`src/rtl/max_pool_2x2_pkg.sv`:
```
// Shared types and helpers for the 2x2 / stride-2 max-pool stage.
// Geometry stays per-instance; only sample width default and compare live here.
package max_pool_2x2_pkg;

    localparam int DW_DEF = 9;
    localparam int SMAX_W = 32;

    typedef enum logic {
        TOP    = 1'b0,
        BOTTOM = 1'b1
    } pool_state_e;

    // Callers sign-extend narrower samples to SMAX_W and truncate the result.
    function automatic logic signed [SMAX_W-1:0] smax(
        input logic signed [SMAX_W-1:0] a,
        input logic signed [SMAX_W-1:0] b
    );
        return (a > b) ? a : b;
    endfunction

endpackage

```
`src/rtl/max_pool_2x2_pool_line_buffer.sv`:
```
// Single-port half-row store for the top-row pair maxima.
// Registered write, combinational read, no reset: maps to distributed RAM.
module pool_line_buffer #(
    parameter int DW    = 9,
    parameter int DEPTH = 13,
    parameter int AW    = 4
) (
    input  logic          clk,
    input  logic          we,
    input  logic [AW-1:0] addr,
    input  logic [DW-1:0] wdata,
    output logic [DW-1:0] rdata
);

    logic [DW-1:0] mem [DEPTH];

    always_ff @(posedge clk) begin
        if (we) begin
            mem[addr] <= wdata;
        end
    end

    assign rdata = mem[addr];

endmodule

```
`src/rtl/max_pool_2x2.sv`:
```
// Streaming 2x2 / stride-2 max-pool over a raster-order conv sample stream.
// Emits one registered pooled value per window, one cycle after its last sample.
module max_pool_2x2
    import max_pool_2x2_pkg::*;
#(
    parameter int DW    = DW_DEF,
    parameter int IMG_W = 26,
    parameter int IMG_H = 26,
    parameter int RELU  = 1
) (
    input  logic          clk,
    input  logic          reset,
    input  logic          in_valid,
    input  logic [DW-1:0] pxl_in,
    output logic [DW-1:0] pool_out,
    output logic          valid,
    output logic          frame_done
);

    localparam int HALF_W = IMG_W / 2;
    localparam int CW     = $clog2(IMG_W);
    localparam int RW     = $clog2(IMG_H);
    localparam int AW     = (HALF_W > 1) ? $clog2(HALF_W) : 1;

    logic [CW-1:0]        col;
    logic [RW-1:0]        row;
    pool_state_e          state;
    logic signed [DW-1:0] pair_reg;

    logic signed [DW-1:0] pxl_s;
    logic signed [DW-1:0] top_max;
    logic signed [DW-1:0] win_max;
    logic signed [DW-1:0] pooled;
    logic signed [DW-1:0] lb_rdata;
    logic [DW-1:0]        lb_rdata_raw;
    logic [AW-1:0]        lb_addr;
    logic                 lb_we;
    logic                 last_col;
    logic                 last_row;

    assign pxl_s    = pxl_in;
    assign last_col = (col == CW'(IMG_W - 1));
    assign last_row = (row == RW'(IMG_H - 1));
    assign lb_addr  = AW'(col >> 1);
    assign lb_we    = in_valid && (state == TOP) && col[0];
    assign lb_rdata = lb_rdata_raw;

    // top_max doubles as the bottom-row pair maximum in BOTTOM.
    assign top_max = DW'(smax(SMAX_W'(pair_reg), SMAX_W'(pxl_s)));
    assign win_max = DW'(smax(SMAX_W'(lb_rdata), SMAX_W'(top_max)));
    assign pooled  = ((RELU != 0) && (win_max < 0)) ? '0 : win_max;

    pool_line_buffer #(
        .DW    (DW),
        .DEPTH (HALF_W),
        .AW    (AW)
    ) u_lbuf (
        .clk   (clk),
        .we    (lb_we),
        .addr  (lb_addr),
        .wdata (top_max),
        .rdata (lb_rdata_raw)
    );

    always_ff @(posedge clk or posedge reset) begin
        if (reset) begin
            col        <= '0;
            row        <= '0;
            state      <= TOP;
            pair_reg   <= '0;
            pool_out   <= '0;
            valid      <= 1'b0;
            frame_done <= 1'b0;
        end else begin
            valid      <= 1'b0;
            frame_done <= 1'b0;
            if (in_valid) begin
                if (last_col) begin
                    col   <= '0;
                    row   <= last_row ? '0 : row + 1'b1;
                    state <= (state == TOP) ? BOTTOM : TOP;
                end else begin
                    col <= col + 1'b1;
                end
                unique case (1'b1)
                    !col[0]: begin
                        pair_reg <= pxl_s;
                    end
                    col[0] && (state == BOTTOM): begin
                        pool_out   <= pooled;
                        valid      <= 1'b1;
                        frame_done <= last_row && last_col;
                    end
                    default: ;
                endcase
            end
        end
    end

endmodule

```
`config.mk`:
```
export PLATFORM = sky130hd
export DESIGN_NAME = max_pool_2x2
export DESIGN_NICKNAME = d
export VERILOG_FILES = /design/src/rtl/max_pool_2x2_pkg.sv /design/src/rtl/max_pool_2x2_pool_line_buffer.sv /design/src/rtl/max_pool_2x2.sv
export SDC_FILE = /design/constraint.sdc
export NUM_CORES = 1
export LEC_CHECK = 0
export CAP_MARGIN = 10
export CORE_ASPECT_RATIO = 1.1
export CORE_MARGIN = 5
export CORE_UTILIZATION = 54
export DETAILED_ROUTE_END_ITERATION = 6
export PLACE_DENSITY = 0.76
export SYNTH_ARGS = -nofsm -noshare
export SYNTH_HDL_FRONTEND = slang
export SYNTH_SLANG_ARGS = --single-unit
```
`constraint.sdc`:
```
create_clock -name clk -period 5.94 [get_ports clk]
set_clock_uncertainty 0.15 [all_clocks]
set_input_delay 1.188 -clock clk [delete_from_list [all_inputs] [get_ports clk]]
set_output_delay 1.188 -clock clk [all_outputs]
set_load 0.01 [all_outputs]
```
==> impl_metrics.env <==
export IMPL_worstSetupStartpointType="input pin"
export IMPL_power_total_mw=4.08
export IMPL_grt_util_all_layers_pct=20.8
export IMPL_clock_latency_ns=0.42
export IMPL_drtIter0Drc=347
export IMPL_cts_inserted_buffers=17
export IMPL_critical_path_cell_chain="clkdlybuf4s50_1 > inv_1 > ha_1 > a21o_1 > a2111oi_2 > o2bb2ai_1 > and2_1 > o21ai_0 > inv_1 > ha_1 > and4_1 > nand2_1 > nor2b_1 > a21boi_0 > o21ai_2 > a21oi_4 > mux2i_2 > o31ai_1"
export IMPL_gp_routability_congestion=0.876
export IMPL_design_portCount=23
export IMPL_core_outline_area_mm2=0.0120
export IMPL_post_route_min_period_ns=5.42
export IMPL_die_area_mm2=0.0145
export IMPL_number_of_synthesized_flops_with_an_enable_pin=117
export IMPL_drt_total_wl_mm=13.7
export IMPL_cts_hold_fix_buffers=0
export IMPL_syn_instance_count=418
export IMPL_cp_data_required_time_ns=6.07
export IMPL_initial_utilization_pct=54.8
export IMPL_ff2ff_path_depth=16
export IMPL_tritoncts="done"
export IMPL_fmax_ghz=0.185
export IMPL_synth_lib_cells_used_distinct=55
export IMPL_grt_start_max_net_pins=31
export IMPL_drc_errors=0
export IMPL_setup_violations_final=0
export IMPL_critical_path_arrival_ns=5.54
export IMPL_hold_start="pool_out[4]"
export IMPL_cts_root_buffer_cell="sky130_fd_sc_hd__clkbuf_16"
export IMPL_endpoint_kind="flip-flop"
export IMPL_final_number_of_max_transition_violations=0
export IMPL_grt_pass1_vias=3932
export IMPL_cp_buffers_inverters=3
export IMPL_r2r_end="pool_out[7]"
export IMPL_hold_class="reg -> reg"
export IMPL_post_dp_hpwl_mm=8.87
export IMPL_post_route_util_pct=62.9
export IMPL_timing_final_crit_share_pct=91.2
export IMPL_yosysTopAreaCell="sky130_fd_sc_hd__edfxtp_1"
export IMPL_worst_slew_margin_rel_pct=28.7
export IMPL_final_layout_size_suffix_gt1_share_pct=20.2
export IMPL_avgViaCountPerCell=5.96
export IMPL_leakage_nw=2.72
export IMPL_syn_num_nets=450
export IMPL_holdPathStages=2
export IMPL_globalRouteOverflowTotal=0
export IMPL_library_cell_contributing_the_largest_single_delay_on_the_critical_path="sky130_fd_sc_hd__clkdlybuf4s50_1"
export IMPL_yosys_warnings=0
export IMPL_outcome="finished clean"
export IMPL_rows=42
export IMPL_worst_setup_hold_path_clk_slew_ns=0.06
export IMPL_yosys_cell_count_top_type="sky130_fd_sc_hd__edfxtp_1"
export IMPL_cell_family_contributing_the_most_delay_on_the_critical_path="compound AO/OA/AOI/OAI gates"
export IMPL_yosys_most_used_dff="sky130_fd_sc_hd__edfxtp_1"
export IMPL_flip_flop_count_of_the_largest_register_after_layout=117
export IMPL_synth_seq_area_share_pct=65.0
export IMPL_fp_dieH_um=126
export IMPL_first_pass_iters=5
export IMPL_htree_num_levels=4
export IMPL_peak_supply_drop_v=0.000298
export IMPL_multi_input_comb_area_mm2=0.00212
export IMPL_slowest_delay_ns=0.49
export IMPL_netlist_top_cells_count="sky130_fd_sc_hd__edfxtp_1 (117), sky130_fd_sc_hd__nand2_1 (32), sky130_fd_sc_hd__dfrtp_1 (30), sky130_fd_sc_hd__mux4_2 (30), sky130_fd_sc_hd__inv_1 (25)"
export IMPL_rr_startpoint="pair_reg[6]"
export IMPL_whs_endpoint="pool_out[4]"
export IMPL_number_of_resized_instances_in_the_post_cts_repair_step=0
export IMPL_reg2reg_slack_ns=1.46
export IMPL_vias_post_dr=3697
export IMPL_area_sequential_mm2=0.00427
export IMPL_ys_seq_elements=147
export IMPL_numClockSinks=147
export IMPL_routed_wire_length_per_instance_um=22.1
export IMPL_tightest_slew_ns=1.07
export IMPL_io_buffer_count=21
export IMPL_global_route_wire_length_before_repair_mm=21.9
export IMPL_route_antenna_remaining_nets=0
export IMPL_number_of_antenna_violations_at_the_first_check_in_global_routing=0
export IMPL_max_clock_path_buffers=2
export IMPL_rsz0062_at_grt="no"
export IMPL_asyncSetResetFlopFracSynth_pct=20.4
export IMPL_drv_cap=0
export IMPL_yosysTopAreaCellShare_pct=53.5
export IMPL_synth_top_cells_by_area="sky130_fd_sc_hd__edfxtp_1 (54%), sky130_fd_sc_hd__dfrtp_1 (11%), sky130_fd_sc_hd__mux4_2 (10%)"
export IMPL_n_fill_cell=836
export IMPL_pwr_density_cell_mw_per_mm2=542
export IMPL_critical_path_class="in -> reg"
export IMPL_cts_repair_timing_setup_buffer_count=0
export IMPL_design_final_nets=485
export IMPL_final_hold_violation_count=0
export IMPL_post_synth_instance_area_mm2=0.00656
export IMPL_die_width_um=115
export IMPL_worstPathMaxFanout=11
export IMPL_setup_tns_ns=0
export IMPL_syn2layout_area_growth_pct=14.8
export IMPL_n_antenna_cell=0
export IMPL_post_synth_cell_area_avg_um2=15.7
## placed cells by master (no fill, tap or decap), drive strengths merged, types with 6 or more instances in the layout
master and instances:
edfxtp 117, mux4 34, nand2 32, dfrtp 30, inv 30, nor2 24
clkdlybuf4s50 21, ha 20, clkbuf 19, a21oi 14, o21ai 13, buf 11
mux2 10, nor3 10, o31ai 9, nand3 8, a21o 6
## worst max path at each step
stage / startpoint / endpoint / slack, ns / cells past startpoint
finish: pxl_in[6] / pool_out[7] / 0.52 / 18
global route: pxl_in[6] / pool_out[7] / 0.15 / 18
CTS: pxl_in[6] / pool_out[7] / 0.48 / 18
detailed placement: pxl_in[6] / pool_out[7] / 0.08 / 18
global placement: pxl_in[6] / pool_out[0] / 0.36 / 18
floorplan: pxl_in[6] / pool_out[0] / 0.48 / 18
## report_power, final
part / switching, mW / internal (mW) / total (mW)
Sequential: 0.148 / 1.37 / 1.52
Clock: 0.424 / 0.582 / 1.01
Combinational: 0.901 / 0.657 / 1.56
## per-stage QoR
| stage | cells | hold WS [ns] | cell area [µm²] | setup WS (ns) |
|---|---|---|---|---|
| finish | 620 | 0.340 | 7530 | 0.524 |
| global route | 620 | 0.371 | 7530 | 0.150 |
| CTS | 620 | 0.341 | 7530 | 0.477 |
| detailed placement | 588 | 0.322 | 6970 | 0.0842 |
| global placement | 588 | 0.324 | 6970 | 0.356 |
| floorplan | 418 | 0.347 | 6560 | 0.483 |
## cells by family after synthesis
logic type               Yosys count  share of synthesized area (%)
buffers and inverters             42                           2.73
AND/OR/NAND/NOR                  102                           7.72
AO/OA/AOI/OAI                     57                           6.37
multiplexers                      46                           13.9
other                              1                         0.0572
flip-flops                       147                           65.0
adder cells (fa/ha/maj)           20                           3.81
XOR/XNOR                           3                          0.401
## routing by layer
metal / GRT usage (%) / part of all wire (%) / wire length, µm / vias to the layer above
met5: 0 / 0 / 0 / -
met4: 8.98 / 2.8 / 384 / 0
met3: 5.33 / 5.8 / 794 / 33
met2: 32.3 / 49 / 6700 / 137
met1: 27.8 / 42 / 5830 / 1841
li1: - / - / - / 1686
## area by class of cell
class / instances / share of cell area, %
inverters: 26 / 1.30
clock buffers: 19 / 5.75
repair buffers: 32 / 3.89
clock inverters: 13 / 1.69
well taps: 154 / 2.56
multi-input cells: 229 / 28.2
flip-flops and latches: 147 / 56.6
## worst min-delay path, delay by kind of cell (launching register included)
kind / cells / cell delay (ns)
AOI/OAI and AO/OA: 1 / 0.06
DFF: 1 / 0.34
and+or+nand+nor: 1 / 0.06
Note: power is estimated with default switching activity, not from simulation.
